**config.mk**
```make
export PLATFORM = sky130hd
export DESIGN_NAME = dmem_loader
export DESIGN_NICKNAME = d
export VERILOG_FILES = /design/src/rtl/dmem_loader.sv
export SDC_FILE = /design/constraint.sdc
export NUM_CORES = 1
export LEC_CHECK = 0
export ABC_AREA = 1
export CORE_MARGIN = 2
export CORE_UTILIZATION = 45
export CTS_CLUSTER_SIZE = 28
export DETAILED_ROUTE_END_ITERATION = 12
export GPL_TIMING_DRIVEN = 0
export PLACE_DENSITY = 0.76
export SKIP_CTS_REPAIR_TIMING = 1
export SYNTH_ARGS = -nofsm -noshare
export SYNTH_HDL_FRONTEND = slang
export SYNTH_SLANG_ARGS = --single-unit
```
**constraint.sdc**
```tcl
create_clock -name clk_i -period 1.38 [get_ports clk_i]
set_input_delay 0.276 -clock clk_i [delete_from_list [all_inputs] [get_ports clk_i]]
set_output_delay 0.276 -clock clk_i [all_outputs]
set_load 0.05 [all_outputs]
```
**src/rtl/dmem_loader.sv**
```systemverilog
// dmem_loader: fills data memory from a valid/ready word stream, pulses the
// core START, then waits for the core END (optionally bounded by a watchdog).
//
// Optional feature macro: LOADER_TIMEOUT_EN (RUN watchdog of TIMEOUT_CYCLES).
//
// Ports:
//   clk_i             system clock, rising edge
//   rst_ni            asynchronous active-low reset
//   load_start_i      one-cycle request to start a load/run sequence
//   base_addr_i       first data-memory address to write
//   word_count_i      number of words to load
//   in_valid_i        stream word valid
//   in_data_i         stream word
//   in_ready_o        loader accepts a word this cycle (LOAD only)
//   current_addr_o    data-memory write address (registered)
//   mem_data_o        data-memory write data (registered)
//   write_from_tb_o   data-memory write enable (registered)
//   addr_mux_select_o 00 core, 01 loader write, 10 readback
//   start_o           core start pulse (KICK state)
//   end_i             core completion
//   busy_o            high in LOAD, FLUSH, KICK, RUN
//   done_o            one-cycle completion pulse
//   words_written_o   words written in the current sequence
//   timeout_o         watchdog expired, sticky until next load_start
module dmem_loader #(
   parameter int ADDR_W         = 16,
   parameter int DATA_W         = 16,
   parameter int TIMEOUT_CYCLES = 65535
) (
   input  logic              clk_i,
   input  logic              rst_ni,
   input  logic              load_start_i,
   input  logic [ADDR_W-1:0] base_addr_i,
   input  logic [15:0]       word_count_i,
   input  logic              in_valid_i,
   input  logic [DATA_W-1:0] in_data_i,
   output logic              in_ready_o,
   output logic [ADDR_W-1:0] current_addr_o,
   output logic [DATA_W-1:0] mem_data_o,
   output logic              write_from_tb_o,
   output logic [1:0]        addr_mux_select_o,
   output logic              start_o,
   input  logic              end_i,
   output logic              busy_o,
   output logic              done_o,
   output logic [15:0]       words_written_o,
   output logic              timeout_o
);
   localparam logic [2:0] IDLE  = 3'd0;
   localparam logic [2:0] LOAD  = 3'd1;
   localparam logic [2:0] FLUSH = 3'd2;
   localparam logic [2:0] KICK  = 3'd3;
   localparam logic [2:0] RUN   = 3'd4;
   localparam logic [2:0] DONE  = 3'd5;

   logic [2:0]        state_q, state_d;
   logic [ADDR_W-1:0] ptr_q, ptr_d, addr_q, addr_d;
   logic [DATA_W-1:0] data_q, data_d;
   logic [15:0]       rem_q, rem_d, ww_q, ww_d;
   logic              wr_q, wr_d, done_q, done_d, to_q, to_d;
   logic              hs, expire;

   assign hs = in_valid_i & in_ready_o;

`ifdef LOADER_TIMEOUT_EN
   logic [15:0] cnt_q, cnt_d;
   // cnt_q counts completed RUN cycles, so expiry fires during the
   // TIMEOUT_CYCLES-th RUN cycle; END in that same cycle takes priority.
   assign expire = (state_q == RUN) && !end_i && (cnt_q == 16'(TIMEOUT_CYCLES - 1));
   assign cnt_d  = (state_q == KICK) ? 16'd0 : (state_q == RUN) ? cnt_q + 16'd1 : cnt_q;
   always_ff @(posedge clk_i or negedge rst_ni) begin
      if (!rst_ni) cnt_q <= '0;
      else         cnt_q <= cnt_d;
   end
`else
   assign expire = 1'b0;
`endif

   always_comb begin
      state_d = state_q;
      ptr_d   = ptr_q;
      rem_d   = rem_q;
      ww_d    = ww_q;
      addr_d  = addr_q;
      data_d  = data_q;
      wr_d    = hs;
      done_d  = 1'b0;
      to_d    = to_q;
      if (hs) begin
         addr_d = ptr_q;
         data_d = in_data_i;
         ptr_d  = ptr_q + 1'b1;
         rem_d  = rem_q - 16'd1;
         ww_d   = ww_q + 16'd1;
         if (rem_q == 16'd1) state_d = FLUSH;
      end
      case (state_q)
         IDLE, DONE: if (load_start_i) begin
            ptr_d   = base_addr_i;
            rem_d   = word_count_i;
            ww_d    = '0;
            to_d    = 1'b0;
            state_d = (word_count_i == 16'd0) ? KICK : LOAD;
         end
         LOAD:  ;
         FLUSH: state_d = KICK;
         KICK:  state_d = RUN;
         RUN: if (end_i || expire) begin
            state_d = DONE;
            done_d  = 1'b1;
            to_d    = expire;
         end
         default: state_d = IDLE;
      endcase
   end

   always_ff @(posedge clk_i or negedge rst_ni) begin
      if (!rst_ni) begin
         state_q <= IDLE;
         ptr_q   <= '0;
         rem_q   <= '0;
         ww_q    <= '0;
         addr_q  <= '0;
         data_q  <= '0;
         wr_q    <= 1'b0;
         done_q  <= 1'b0;
         to_q    <= 1'b0;
      end else begin
         state_q <= state_d;
         ptr_q   <= ptr_d;
         rem_q   <= rem_d;
         ww_q    <= ww_d;
         addr_q  <= addr_d;
         data_q  <= data_d;
         wr_q    <= wr_d;
         done_q  <= done_d;
         to_q    <= to_d;
      end
   end

   assign in_ready_o        = (state_q == LOAD);
   assign current_addr_o    = addr_q;
   assign mem_data_o        = data_q;
   assign write_from_tb_o   = wr_q;
   assign addr_mux_select_o = (state_q == DONE) ? 2'b10 :
                              (state_q == LOAD || state_q == FLUSH) ? 2'b01 : 2'b00;
   assign start_o           = (state_q == KICK);
   assign busy_o            = (state_q == LOAD) || (state_q == FLUSH) ||
                              (state_q == KICK) || (state_q == RUN);
   assign done_o            = done_q;
   assign words_written_o   = ww_q;
   assign timeout_o         = to_q;
endmodule
```
==> impl_metrics.env <==
export IMPL_rows=36
export IMPL_die_w_um=104
export IMPL_design_area_um2=7190
export IMPL_post_dp_cell_area_um2=5810
export IMPL_nFillCells=667
export IMPL_rsz0062_at_grt="true"
export IMPL_numPortBuffers=107
export IMPL_detailedPlacementHpwl_um=8660
export IMPL_synth_cell_area_um2=4520
export IMPL_p_clk_frac=0.111
export IMPL_setup_slack_ns=-0.502
export IMPL_vias=5014
export IMPL_gp_congestion=0.904
export IMPL_async_flop_share=1.00
export IMPL_synth_edf_count=0
export IMPL_crit_path_end_kind="flop"
export IMPL_clockBufferDepth=2
export IMPL_drive_above_1_share=0.364
export IMPL_cts_tree="done"
export IMPL_rrSetupSlack_ns=-0.50
export IMPL_min_period_over_period=1.36
export IMPL_vias_per_cell=5.46
export IMPL_switching_power_mw=8.10
export IMPL_leakagePower_nw=3.60
export IMPL_clock_skew_ns=0.0115
export IMPL_power_frac_comb=0.595
export IMPL_cts_made_buffers=9
export IMPL_violations="negative setup slack"
export IMPL_routed_wl_um=16200
export IMPL_path_clk_slew_ns=0.10
export IMPL_status="finished with violations"
export IMPL_sequentialPowerShare=0.294
export IMPL_synth_top_cell_by_area="dfrtp_1"
export IMPL_ios=109
export IMPL_sw_frac_of_total=0.513
export IMPL_peakVddDrop_mv=1.40
export IMPL_synth_seq_area_share=0.470
export IMPL_cap_violations=0
export IMPL_multiInputGateArea_um2=2600
export IMPL_fin_crit_ns=1.88
export IMPL_final_common_cell="nand2_1"
export IMPL_synth_cell_types=36
export IMPL_intPower_mw=7.70
export IMPL_post_drt_wl_per_cell_um=17.7
export IMPL_dp_slack_ns=-0.663
export IMPL_seq_area_um2=2140
export IMPL_die_area_um2=10900
export IMPL_hold_path_class="in2async"
export IMPL_p_per_area_nw_per_um2=2200
export IMPL_grtUsageTotal=0.227
export IMPL_grt_max_degree=59
export IMPL_antenna_diode_count=0
export IMPL_slew_headroom=0.644
export IMPL_synth_top_cell_area_share=0.470
export IMPL_area_growth_pct=59.0
export IMPL_final_max_slew_viol_count=0
export IMPL_ys_flop_type="dfrtp_1"
export IMPL_grt_pass1_vias=4193
export IMPL_timing_rr_end="rem_q[3]"
export IMPL_netlist_top_cells_area="dfrtp_1 (47%), nand2_1 (19%), inv_1 (5.2%), nor2_1 (5.0%), nand3_1 (4.3%)"
export IMPL_finalSetupViolCount=87
export IMPL_grt_first_pass_wirelength_um=19800
export IMPL_floorplan_initialDensity=0.463
export IMPL_crit_fanout=6
export IMPL_reg2reg_depth=10
export IMPL_syn_avg_cell_area_um2=7.43
export IMPL_insertion_delay_ns=0.38
export IMPL_hold_viol=0
export IMPL_drtPass1Iterations=7
export IMPL_cts_sinks=85
export IMPL_crit_type="reg2reg"
export IMPL_cp_arrival_ns=2.21
export IMPL_drtIter0Drc=399
export IMPL_max_clock_freq_mhz=531
export IMPL_cts_root_buffer="clkbuf_8"
export IMPL_die_h_um=104
export IMPL_start_kind="flop"
export IMPL_layout_common_cells="nand2_1 (174), dfrtp_1 (78), inv_1 (57), clkdlybuf4s50_1 (50), nor2_1 (44)"
export IMPL_nNetsFinal=838
export IMPL_synth_cells=609
export IMPL_overflow=0
export IMPL_htreeDepth=3
export IMPL_yosysWarningCount=0
export IMPL_post_route_util=0.736
export IMPL_worstMarginPinSlew_ns=0.529
export IMPL_drc=0
export IMPL_ys_seq_elements=85
export IMPL_antenna_found_initial=0
export IMPL_r2r_start="state_q[1]"
export IMPL_syn_nets=666
export IMPL_cp_required_ns=1.70
export IMPL_coreArea_um2=9770
export IMPL_ant_nets=0
## per-stage QoR
step / hold slack (ns) / cells / setup TNS, ns / power (mW)
CTS: -0.184 / 866 / -47.17 / 13.3
finish: 0.339 / 919 / -24.89 / 15.8
global placement: 0.461 / 849 / -288.50 / 11.4
floorplan: -0.0196 / 609 / -18.41 / 9.24
global route: 0.361 / 919 / -27.44 / 16.6
detailed placement: 0.219 / 850 / -32.35 / 11.6
## power groups by stage
stage | combinational [mW] | clock, mW | sequential (mW)
5_1_grt | 9.95 | 1.85 | 4.76
2_1_floorplan | 2.95 | 0 | 6.28
3_3_place_gp | 6.98 | 0 | 4.39
3_5_place_dp | 7.15 | 0 | 4.44
4_1_cts | 7.18 | 1.73 | 4.40
6_report | 9.40 | 1.76 | 4.64
## flip-flops by register name (all words and copies together), names as in the netlist
register and cells:
words_written_o 16, mem_data_o 16, current_addr_o 16, ptr_q 16
rem_q 16, state_q 3, done_o 1, write_from_tb_o 1
## kinds of logic (layout without fill, tap and decap cells)
kind of cell / Yosys count / count (layout) / share of synthesized area
compound gates: 54 / 54 / 0.0658
xor+xnor: 11 / 11 / 0.0213
fa+ha+maj: 4 / 4 / 0.0111
buf+inv: 83 / 258 / 0.0783
flops: 85 / 85 / 0.470
mux: 1 / 1 / 0.00221
other cells: 1 / 1 / 0.000829
simple gates: 370 / 372 / 0.350
## critical path, stage by stage, from the launching register on
cell and delay [ns]:
dfrtp_2 0.48, inv_4 0.13, nand2_4 0.06, nor2_4 0.11, buf_12 0.15, nand2_8 0.10
nor2_4 0.26, buf_4 0.15, xor2_1 0.20, nand2_1 0.09, nand2_1 0.07
## routing by layer
metal / track usage / part of all wire
met1: 0.291 / 0.39
met2: 0.385 / 0.48
met3: 0.0514 / 0.080
met4: 0.0608 / 0.048
met5: 0 / 0
## worst max path at each step
stage | start | endpoint | slack, ns | cells after the start
2_1_floorplan | state_q[1] | busy_o | -0.35 | 4
3_3_place_gp | rst_ni | words_written_o[3] | -3.35 | 1
3_5_place_dp | state_q[2] | busy_o | -0.66 | 4
4_1_cts | state_q[2] | busy_o | -1.08 | 4
5_1_grt | state_q[1] | rem_q[3] | -0.52 | 10
6_report | state_q[1] | rem_q[3] | -0.50 | 10
## Yosys cell counts, types with 3 or more instances
library cell / instances
a21oi_1: 13
a31oi_1: 3
buf_2: 13
buf_4: 3
dfrtp_1: 85
ha_1: 4
inv_1: 63
nand2_1: 228
nand2_2: 4
nand3_1: 39
nand4_1: 9
nor2_1: 60
nor2_4: 7
nor3_1: 5
nor4_1: 3
o21ai_0: 29
or2_0: 5
xor2_1: 9
## layout make-up
cell class,count,area share
tap,133,0.0231
multi-input combinational,443,0.361
inverter,64,0.0346
timing repair buffer,160,0.219
sequential,85,0.297
buffer,18,0.0397
clock inverter,6,0.00643
clock buffer,10,0.0191
No activity file was read; power rests on OpenSTA's default activity.
